`config.mk`:
```
export PLATFORM = sky130hd
export DESIGN_NAME = cv32e40p_fetch_ctrl
export DESIGN_NICKNAME = d
export VERILOG_FILES = /design/src/rtl/cv32e40p_pkg.sv /design/src/rtl/cv32e40p_prio_arbiter.sv /design/src/rtl/cv32e40p_fetch_ctrl.sv
export SDC_FILE = /design/constraint.sdc
export NUM_CORES = 1
export LEC_CHECK = 0
export CAP_MARGIN = 10
export CORE_MARGIN = 5
export CORE_UTILIZATION = 32
export CTS_CLUSTER_DIAMETER = 60
export DETAILED_ROUTE_END_ITERATION = 6
export PLACE_DENSITY = 0.85
export REMOVE_ABC_BUFFERS = 1
export SETUP_SLACK_MARGIN = 0.02
export SLEW_MARGIN = 20
export SYNTH_ARGS = -nofsm -noshare
export SYNTH_HDL_FRONTEND = slang
export SYNTH_SLANG_ARGS = --single-unit
```
`constraint.sdc`:
```
create_clock -name clk -period 5.15 [get_ports clk]
set_clock_uncertainty 0.05 [all_clocks]
set_input_delay 1.03 -clock clk [delete_from_list [all_inputs] [get_ports clk]]
set_output_delay 1.03 -clock clk [all_outputs]
set_load 0.005 [all_outputs]
```
`src/rtl/cv32e40p_pkg.sv`:
```
// Shared constants for the fetch-redirect path: PC mux encodings, exception vector kinds,
// redirect request indices and the fetch-controller state type.
package cv32e40p_pkg;

    localparam logic [3:0] PC_BOOT      = 4'b0000;
    localparam logic [3:0] PC_FENCEI    = 4'b0001;
    localparam logic [3:0] PC_JUMP      = 4'b0010;
    localparam logic [3:0] PC_BRANCH    = 4'b0011;
    localparam logic [3:0] PC_EXCEPTION = 4'b0100;
    localparam logic [3:0] PC_MRET      = 4'b0101;
    localparam logic [3:0] PC_URET      = 4'b0110;
    localparam logic [3:0] PC_DRET      = 4'b0111;

    localparam logic [2:0] EXC_PC_EXCEPTION = 3'b000;
    localparam logic [2:0] EXC_PC_IRQ       = 3'b001;
    localparam logic [2:0] EXC_PC_DBD       = 3'b010;
    localparam logic [2:0] EXC_PC_DBE       = 3'b011;

    localparam int REDIR_EXC    = 0;
    localparam int REDIR_BRANCH = 1;
    localparam int REDIR_MRET   = 2;
    localparam int REDIR_DRET   = 3;
    localparam int REDIR_JUMP   = 4;
    localparam int REDIR_FENCEI = 5;
    localparam int REDIR_NUM    = 6;

    typedef enum logic [2:0] {
        RESET,
        BOOT,
        FETCH,
        FENCEI_WAIT,
        HALTED
    } fetch_ctrl_state_e;

    // PC source for a one-hot redirect grant; fence.i has no direct PC and falls through.
    function automatic logic [3:0] redir_pc_mux(input logic [REDIR_NUM-1:0] gnt);
        logic [3:0] sel;
        sel = PC_BOOT;
        if (gnt[REDIR_EXC])         sel = PC_EXCEPTION;
        else if (gnt[REDIR_BRANCH]) sel = PC_BRANCH;
        else if (gnt[REDIR_MRET])   sel = PC_MRET;
        else if (gnt[REDIR_DRET])   sel = PC_DRET;
        else if (gnt[REDIR_JUMP])   sel = PC_JUMP;
        return sel;
    endfunction

endpackage

```
`src/rtl/cv32e40p_prio_arbiter.sv`:
```
// Fixed-priority one-hot picker: the lowest-index asserted request wins.
module cv32e40p_prio_arbiter #(
    parameter int WIDTH = 6
) (
    input  logic [WIDTH-1:0] req,
    output logic [WIDTH-1:0] gnt
);

    // Two's-complement isolates the lowest set bit.
    assign gnt = req & (~req + WIDTH'(1));

endmodule

```
`src/rtl/cv32e40p_fetch_ctrl.sv`:
```
// IF-stage fetch-redirect controller: boot, redirect arbitration, fence.i drain and halt.
// Optional taken-redirect counter enabled by CV32E40P_FETCH_CTRL_CNT_EN.
//
// state       | meaning
// RESET       | just out of reset, IF frozen
// BOOT        | one-cycle load of the boot PC
// FETCH       | normal fetch, redirect requests arbitrated
// FENCEI_WAIT | fence.i drain in progress, IF frozen
// HALTED      | fetch stopped (debug halt / sleep), debug entry still accepted
module cv32e40p_fetch_ctrl
    import cv32e40p_pkg::*;
(
    input  logic                 clk,
    input  logic                 rst_n,
    input  logic [REDIR_NUM-1:0] redirect_req_i,
    input  logic [2:0]           exc_kind_i,
    input  logic                 halt_req_i,
    input  logic                 fencei_flush_ack_i,
    output logic [REDIR_NUM-1:0] grant_o,
    output logic                 pc_set_o,
    output logic [3:0]           pc_mux_o,
    output logic [2:0]           exc_pc_mux_o,
    output logic                 halt_if_o,
    output logic                 clear_instr_valid_o,
    output logic                 fencei_flush_req_o,
    output logic [31:0]          redirect_cnt_o
);

    fetch_ctrl_state_e state_q, state_d;
    logic [REDIR_NUM-1:0] arb_gnt;

    cv32e40p_prio_arbiter #(.WIDTH(REDIR_NUM)) u_prio_arbiter (
        .req (redirect_req_i),
        .gnt (arb_gnt)
    );

    always_ff @(posedge clk or negedge rst_n) begin
        if (!rst_n) state_q <= RESET;
        else        state_q <= state_d;
    end

    always_comb begin
        state_d             = state_q;
        grant_o             = '0;
        pc_set_o            = 1'b0;
        pc_mux_o            = PC_BOOT;
        exc_pc_mux_o        = EXC_PC_EXCEPTION;
        halt_if_o           = 1'b0;
        clear_instr_valid_o = 1'b0;
        fencei_flush_req_o  = 1'b0;
        case (state_q)
            RESET: begin
                halt_if_o = 1'b1;
                state_d   = BOOT;
            end
            BOOT: begin
                pc_set_o            = 1'b1;
                pc_mux_o            = PC_BOOT;
                clear_instr_valid_o = 1'b1;
                halt_if_o           = 1'b1;
                state_d             = FETCH;
            end
            FETCH: begin
                grant_o = arb_gnt;
                if (arb_gnt[REDIR_FENCEI]) begin
                    // No PC load yet: the new PC comes after the drain completes.
                    clear_instr_valid_o = 1'b1;
                    halt_if_o           = 1'b1;
                    state_d             = FENCEI_WAIT;
                end else if (|arb_gnt) begin
                    pc_set_o            = 1'b1;
                    clear_instr_valid_o = 1'b1;
                    pc_mux_o            = redir_pc_mux(arb_gnt);
                    if (arb_gnt[REDIR_EXC]) exc_pc_mux_o = exc_kind_i;
                end else if (halt_req_i) begin
                    halt_if_o = 1'b1;
                    state_d   = HALTED;
                end
            end
            FENCEI_WAIT: begin
                fencei_flush_req_o = 1'b1;
                halt_if_o          = 1'b1;
                if (fencei_flush_ack_i) begin
                    pc_set_o            = 1'b1;
                    pc_mux_o            = PC_FENCEI;
                    clear_instr_valid_o = 1'b1;
                    state_d             = FETCH;
                end
            end
            HALTED: begin
                halt_if_o = 1'b1;
                if (redirect_req_i[REDIR_EXC]) begin
                    grant_o[REDIR_EXC]  = 1'b1;
                    pc_set_o            = 1'b1;
                    clear_instr_valid_o = 1'b1;
                    pc_mux_o            = PC_EXCEPTION;
                    exc_pc_mux_o        = exc_kind_i;
                end
                if (!halt_req_i) state_d = FETCH;
            end
            default: state_d = RESET;
        endcase
    end

`ifdef CV32E40P_FETCH_CTRL_CNT_EN
    logic [31:0] redirect_cnt_q;

    always_ff @(posedge clk or negedge rst_n) begin
        if (!rst_n)
            redirect_cnt_q <= '0;
        else if (pc_set_o && (state_q != BOOT))
            redirect_cnt_q <= redirect_cnt_q + 32'd1;
    end

    assign redirect_cnt_o = redirect_cnt_q;
`else
    assign redirect_cnt_o = '0;
`endif

endmodule
```
==> results_dict.tcl, run 1 <==
set metrics [dict create \
    clock.fmax_mhz 239 \
    die_w_um 55.2 \
    drc_errors 0 \
    peakVddDrop_mv 0.121 \
    finalPower_uw 237 \
    synthesis.area_um2 654 \
    ys_ff_latch 3 \
    cp_data_arrival_time_ns 3.11 \
    nets 132 \
    setup_tns_ns 0 \
    crit_type "in -> out" \
    synth_area_per_cell_um2 7.35 \
    tritoncts "done" \
    fp.dieH_um 55.2 \
    yosysWarnings 0 \
    rr_startpoint "state_q[0]" \
    antenna_found_initial 0 \
    hold_buffers 0 \
    top_regs "state_q (3)" \
    critPathCaptureType "output pin" \
    numCtsBuffers 3 \
    cpPeakStageDelay_ns 0.48 \
    ys_types 27 \
    first_pass_iters 4 \
    synthArstFlopShare_pct 100 \
    path_clk_slew_ns 0.04 \
    crit_required_ns 4.07 \
    leakagePower_nw 0.378 \
    largest_register "state_q" \
    setup_violations 0 \
    grt_pass1_vias 551 \
    wl_per_cell_um 10.3 \
    crit_top_cell "clkdlybuf4s50_1" \
    root_buffer "clkbuf_4" \
    synth_top_cell_area_share_pct 37.9 \
    yosysTopAreaCell "buf_4" \
    maxSlewViolCount 0 \
    fin_crit_sh_pct 81.4 \
    min_path_type "reg -> reg" \
    synthTopCellsByArea "buf_4, dfrtp_1, nor2_1" \
    cts_sinks 3 \
    post_cts_buffers 0 \
    critPathLaunchType "primary input" \
    yosysSeqAreaShare_pct 11.5 \
    fp-row-count 16 \
    grt_max_degree 13 \
    drt_iter0_drc 5 \
    portBuffers 28 \
    clk_latency_ns 0.23 \
    path_max_fanout 5 \
    fin_util_pct 42.9 \
    crit_slowest_cell "clkdlybuf4s50_1" \
    power_density_nw_per_um2 281 \
    final_hold_viol_count 0 \
    r2r_setup_slack_ns 3.69 \
    io_pins 62 \
    synthFlopType "dfrtp_1" \
    antenna_left 0 \
    vias_per_cell 4.23 \
    synthMostInstantiatedCell "buf_4" \
    totalWireLength_um 1490 \
    path_delay_family "buffers and inverters" \
    initial_core_util_pct 33.4 \
    core_region_area_um2 1960 \
    die-area_um2 3050 \
    drive_gt1_share_pct 9.32 \
    synthCells 89 \
    max_cap_violations 0 \
    hold_end "state_q[0]" \
    yosys-top-cells-count "buf_4, nor2_1, nor3_1" \
    num-fill-cells 223 \
    path_cells "clkdlybuf4s50_1 > or3_4 > or2_4 > a221o_1 > nand2b_1 > clkdlybuf4s50_1" \
    htreeDepth 1 \
    globalRouteOverflowTotal 0 \
    place.gp.congestion 0.828 \
    ff2ff_path_depth 4 \
    rsz0062_at_grt "no" \
    holdPathStages 1 \
    cts_resized 0 \
    timing.rr.end "state_q[1]" \
    status "finished, final reports clean" \
    largest_register_ffs 3 \
    grt_usage_pct 9.09 \
    min-delay-start "state_q[2]" \
    dp_hpwl_um 1290 \
    clock_path_buffers 2 \
    worst-path-buf-inv 2 \
    synth_edf_count 0 \
    num_antenna_cells 0 \
    syn_to_final_growth_pct 28.7 \
    grt_pass1_wl_um 2330 \
    vias 614 \
    layout_min_cycle_time_ns 4.19 \
]
worst max-delay path by stage:
stage | cells past startpoint | start | to | slack, ns
5_1_grt | 6 | redirect_req_i[1] | clear_instr_valid_o | 0.88
2_1_floorplan | 4 | redirect_req_i[1] | clear_instr_valid_o | 1.93
6_report | 6 | redirect_req_i[1] | clear_instr_valid_o | 0.96
3_3_place_gp | 6 | redirect_req_i[1] | clear_instr_valid_o | 0.99
3_5_place_dp | 6 | redirect_req_i[1] | clear_instr_valid_o | 0.94
4_1_cts | 6 | redirect_req_i[1] | clear_instr_valid_o | 0.94
logic make-up after synthesis:
family,after synthesis,share of synthesized area [%]
AO/OA/AOI/OAI,10,10.9
buffers and inverters,37,42.8
flip-flops,3,11.5
multiplexers,1,1.72
other,1,0.573
AND/OR/NAND/NOR,37,32.5
per-stage QoR:
stage	instances	setup slack [ns]	hold slack, ns	instance area [um^2]
3_5_place_dp	141	0.937	0.521	816
3_3_place_gp	141	0.988	0.512	816
6_report	145	0.960	0.528	842
2_1_floorplan	86	1.93	0.455	502
4_1_cts	145	0.939	0.518	842
5_1_grt	145	0.875	0.533	842
power by group:
| group | total [mW] | switching (mW) | internal (mW) |
|---|---|---|---|
| Sequential | 0.0397 | 0.0109 | 0.0287 |
| Clock | 0.0409 | 0.0119 | 0.0290 |
| Combinational | 0.156 | 0.0635 | 0.0928 |
| Total | 0.237 | 0.0863 | 0.151 |
per-layer routing:
| layer | global-route usage, % | routed length (um) |
|---|---|---|
| met5 | 0 | 0 |
| met2 | 16.6 | 740 |
| met3 | 4.20 | 251 |
| met4 | 4.17 | 12 |
| met1 | 8.53 | 489 |
worst register-to-register path, stage by stage (launching register included):
cell,delay (ns)
dfrtp_1,0.48
nand4bb_1,0.30
nor3_1,0.26
nor3_1,0.10
o221ai_1,0.17
cell type report:
class | instances | area, um^2 | share of cell area (%)
inverter | 2 | 7.51 | 0.892
multi-input combinational | 81 | 419 | 49.8
sequential | 3 | 75.1 | 8.92
clock buffer | 4 | 26.3 | 3.12
tap | 27 | 33.8 | 4.01
timing repair buffer | 28 | 280 | 33.3
cell usage in the layout, fill, tap and decap left out, drive strengths merged, types with 2 or more instances in the layout:
cell type / instances
or3: 3
nand2b: 2
or2: 2
or2b: 3
nor2: 10
nand2: 3
clkdlybuf4s50: 28
clkbuf: 4
o22ai: 2
dfrtp: 3
conb: 33
and3: 2
nor3: 7
inv: 2
and2: 3
a21oi: 3
Note: power is estimated with default switching activity, not from simulation.
==> run 2: changes to the inputs <==
--- a/config.mk
+++ b/config.mk
@@ -7,10 +7,10 @@
 export LEC_CHECK = 0
 export CAP_MARGIN = 10
 export CORE_MARGIN = 5
-export CORE_UTILIZATION = 32
+export CORE_UTILIZATION = 27
 export CTS_CLUSTER_DIAMETER = 60
 export DETAILED_ROUTE_END_ITERATION = 6
-export PLACE_DENSITY = 0.85
+export PLACE_DENSITY = 0.76
 export REMOVE_ABC_BUFFERS = 1
 export SETUP_SLACK_MARGIN = 0.02
 export SLEW_MARGIN = 20
==> constraint.sdc (replaced) <==
create_clock -name clk -period 3.8 [get_ports clk]
set_clock_uncertainty 0.05 [all_clocks]
set_input_delay 0.76 -clock clk [delete_from_list [all_inputs] [get_ports clk]]
set_output_delay 0.76 -clock clk [all_outputs]
set_load 0.005 [all_outputs]
==> run 2 against run 1 <==
Worst hold slack better by 0.016 ns. Power increased by 36%. Cell area increased by 0.15%. Non-clock buffer count did not move. Final cell count up 0.69%. Critical endpoint unchanged. Highest routed layer unchanged.
==> results_dict.tcl, run 2 (synthesis gave the netlist of run 1 again) <==
set metrics [dict create \
    max_cap_violations 0 \
    drt_iter0_drc 5 \
    drive_gt1_share_pct 9.32 \
    critPathLaunchType "primary input" \
    dp_hpwl_um 1300 \
    critPathCaptureType "output pin" \
    hold_buffers 0 \
    power_density_nw_per_um2 383 \
    globalRouteOverflowTotal 0 \
    layout_min_cycle_time_ns 3.63 \
    crit_required_ns 2.99 \
    drc_errors 0 \
    root_buffer "clkbuf_4" \
    numCtsBuffers 3 \
    final_cells 146 \
    grt_pass1_vias 633 \
    place.gp.congestion 0.816 \
    cp_data_arrival_time_ns 2.82 \
    path_delay_family "buffers and inverters" \
    cts_resized 0 \
    cts_sinks 3 \
    final_hold_viol_count 0 \
    clock.fmax_mhz 275 \
    fin_util_pct 37.4 \
    core_region_area_um2 2250 \
    min_path_type "reg -> reg" \
    post_cts_buffers 0 \
    die_w_um 59.2 \
    num-fill-cells 236 \
    peakVddDrop_mv 0.154 \
    status "finished, final reports clean" \
    grt_usage_pct 8.71 \
    layout_commonest_cell "conb_1" \
    top_regs "state_q (3)" \
    final_cell_mix "conb_1, clkdlybuf4s50_1, nor2_1" \
    postPlaceCellArea_um2 817 \
    largest_register "state_q" \
    first_pass_iters 4 \
    vias 612 \
    largest_register_ffs 3 \
    totalWireLength_um 1520 \
    dp.cells 142 \
    grt_max_degree 13 \
    rsz0062_at_grt "no" \
    syn_to_final_growth_pct 28.9 \
    grt_pass1_wl_um 2390 \
    antenna_left 0 \
    worst-path-buf-inv 2 \
    setup_tns_ns 0 \
    stdcell_area_um2 843 \
    clock_path_buffers 2 \
    num_antenna_cells 0 \
    fin_crit_sh_pct 95.5 \
    htreeDepth 1 \
    io_pins 62 \
    fp-row-count 17 \
    path_clk_slew_ns 0.04 \
    path_cells "clkdlybuf4s50_1 > or3_4 > or2_4 > a221o_1 > nand2b_1 > clkdlybuf4s50_1" \
    path_max_fanout 5 \
    wl_per_cell_um 10.4 \
    die-area_um2 3510 \
    layout.area.seq_um2 75.1 \
    crit_type "in -> out" \
    crit_top_cell "clkdlybuf4s50_1" \
    nets 132 \
    fp.dieH_um 59.2 \
    multiInputGateArea_um2 419 \
    portBuffers 28 \
    maxSlewViolCount 0 \
    vias_per_cell 4.19 \
    tritoncts "done" \
    antenna_found_initial 0 \
    initial_core_util_pct 29.0 \
    setup_violations 0 \
    crit_slowest_cell "clkdlybuf4s50_1" \
    cpPeakStageDelay_ns 0.48 \
    clk_latency_ns 0.24 \
    finalPower_uw 323 \
    leakagePower_nw 0.378 \
]
[run 2: cell counts in the layout (fill, tap and decap cells not counted)]
No cell type changed its count.
[run 2: through the flow]
step | hold WS (ns) | setup slack [ns]
final | 0.543 | 0.170
after global routing | 0.555 | 0.0740
after CTS | 0.534 | 0.148
after detailed placement | 0.530 | 0.148
after global placement | 0.516 | 0.175
after floorplan | 0.414 | 1.12
[run 2: final timing paths]
kind	slack, ns	endpoint	startpoint	depth (start not counted)
hold / removal	0.54	state_q[0]	state_q[2]	1
setup / recovery	0.17	clear_instr_valid_o	redirect_req_i[1]	6
max in group asynchronous	2.91	state_q[0]	rst_n	1
setup reg to reg	2.37	state_q[1]	state_q[0]	4
min in group asynchronous	0.65	state_q[2]	rst_n	1
hold reg to reg	0.54	state_q[0]	state_q[2]	1
[run 2: cell type report]
class	instances	area share [%]
multi-input combinational	81	49.7
sequential	3	8.90
clock buffer	4	3.12
timing repair buffer	28	33.2
tap	28	4.15
inverter	2	0.890
[run 2: metal layers]
layer,wire length [um],track usage [%]
met1,445,7.58
met2,787,16.2
met3,266,3.92
met4,19,4.85
met5,0,0
[run 2: power breakdown]
| part | switching [mW] | internal (mW) |
|---|---|---|
| Sequential | 0.0151 | 0.0389 |
| Clock | 0.0185 | 0.0395 |
| Combinational | 0.0852 | 0.126 |
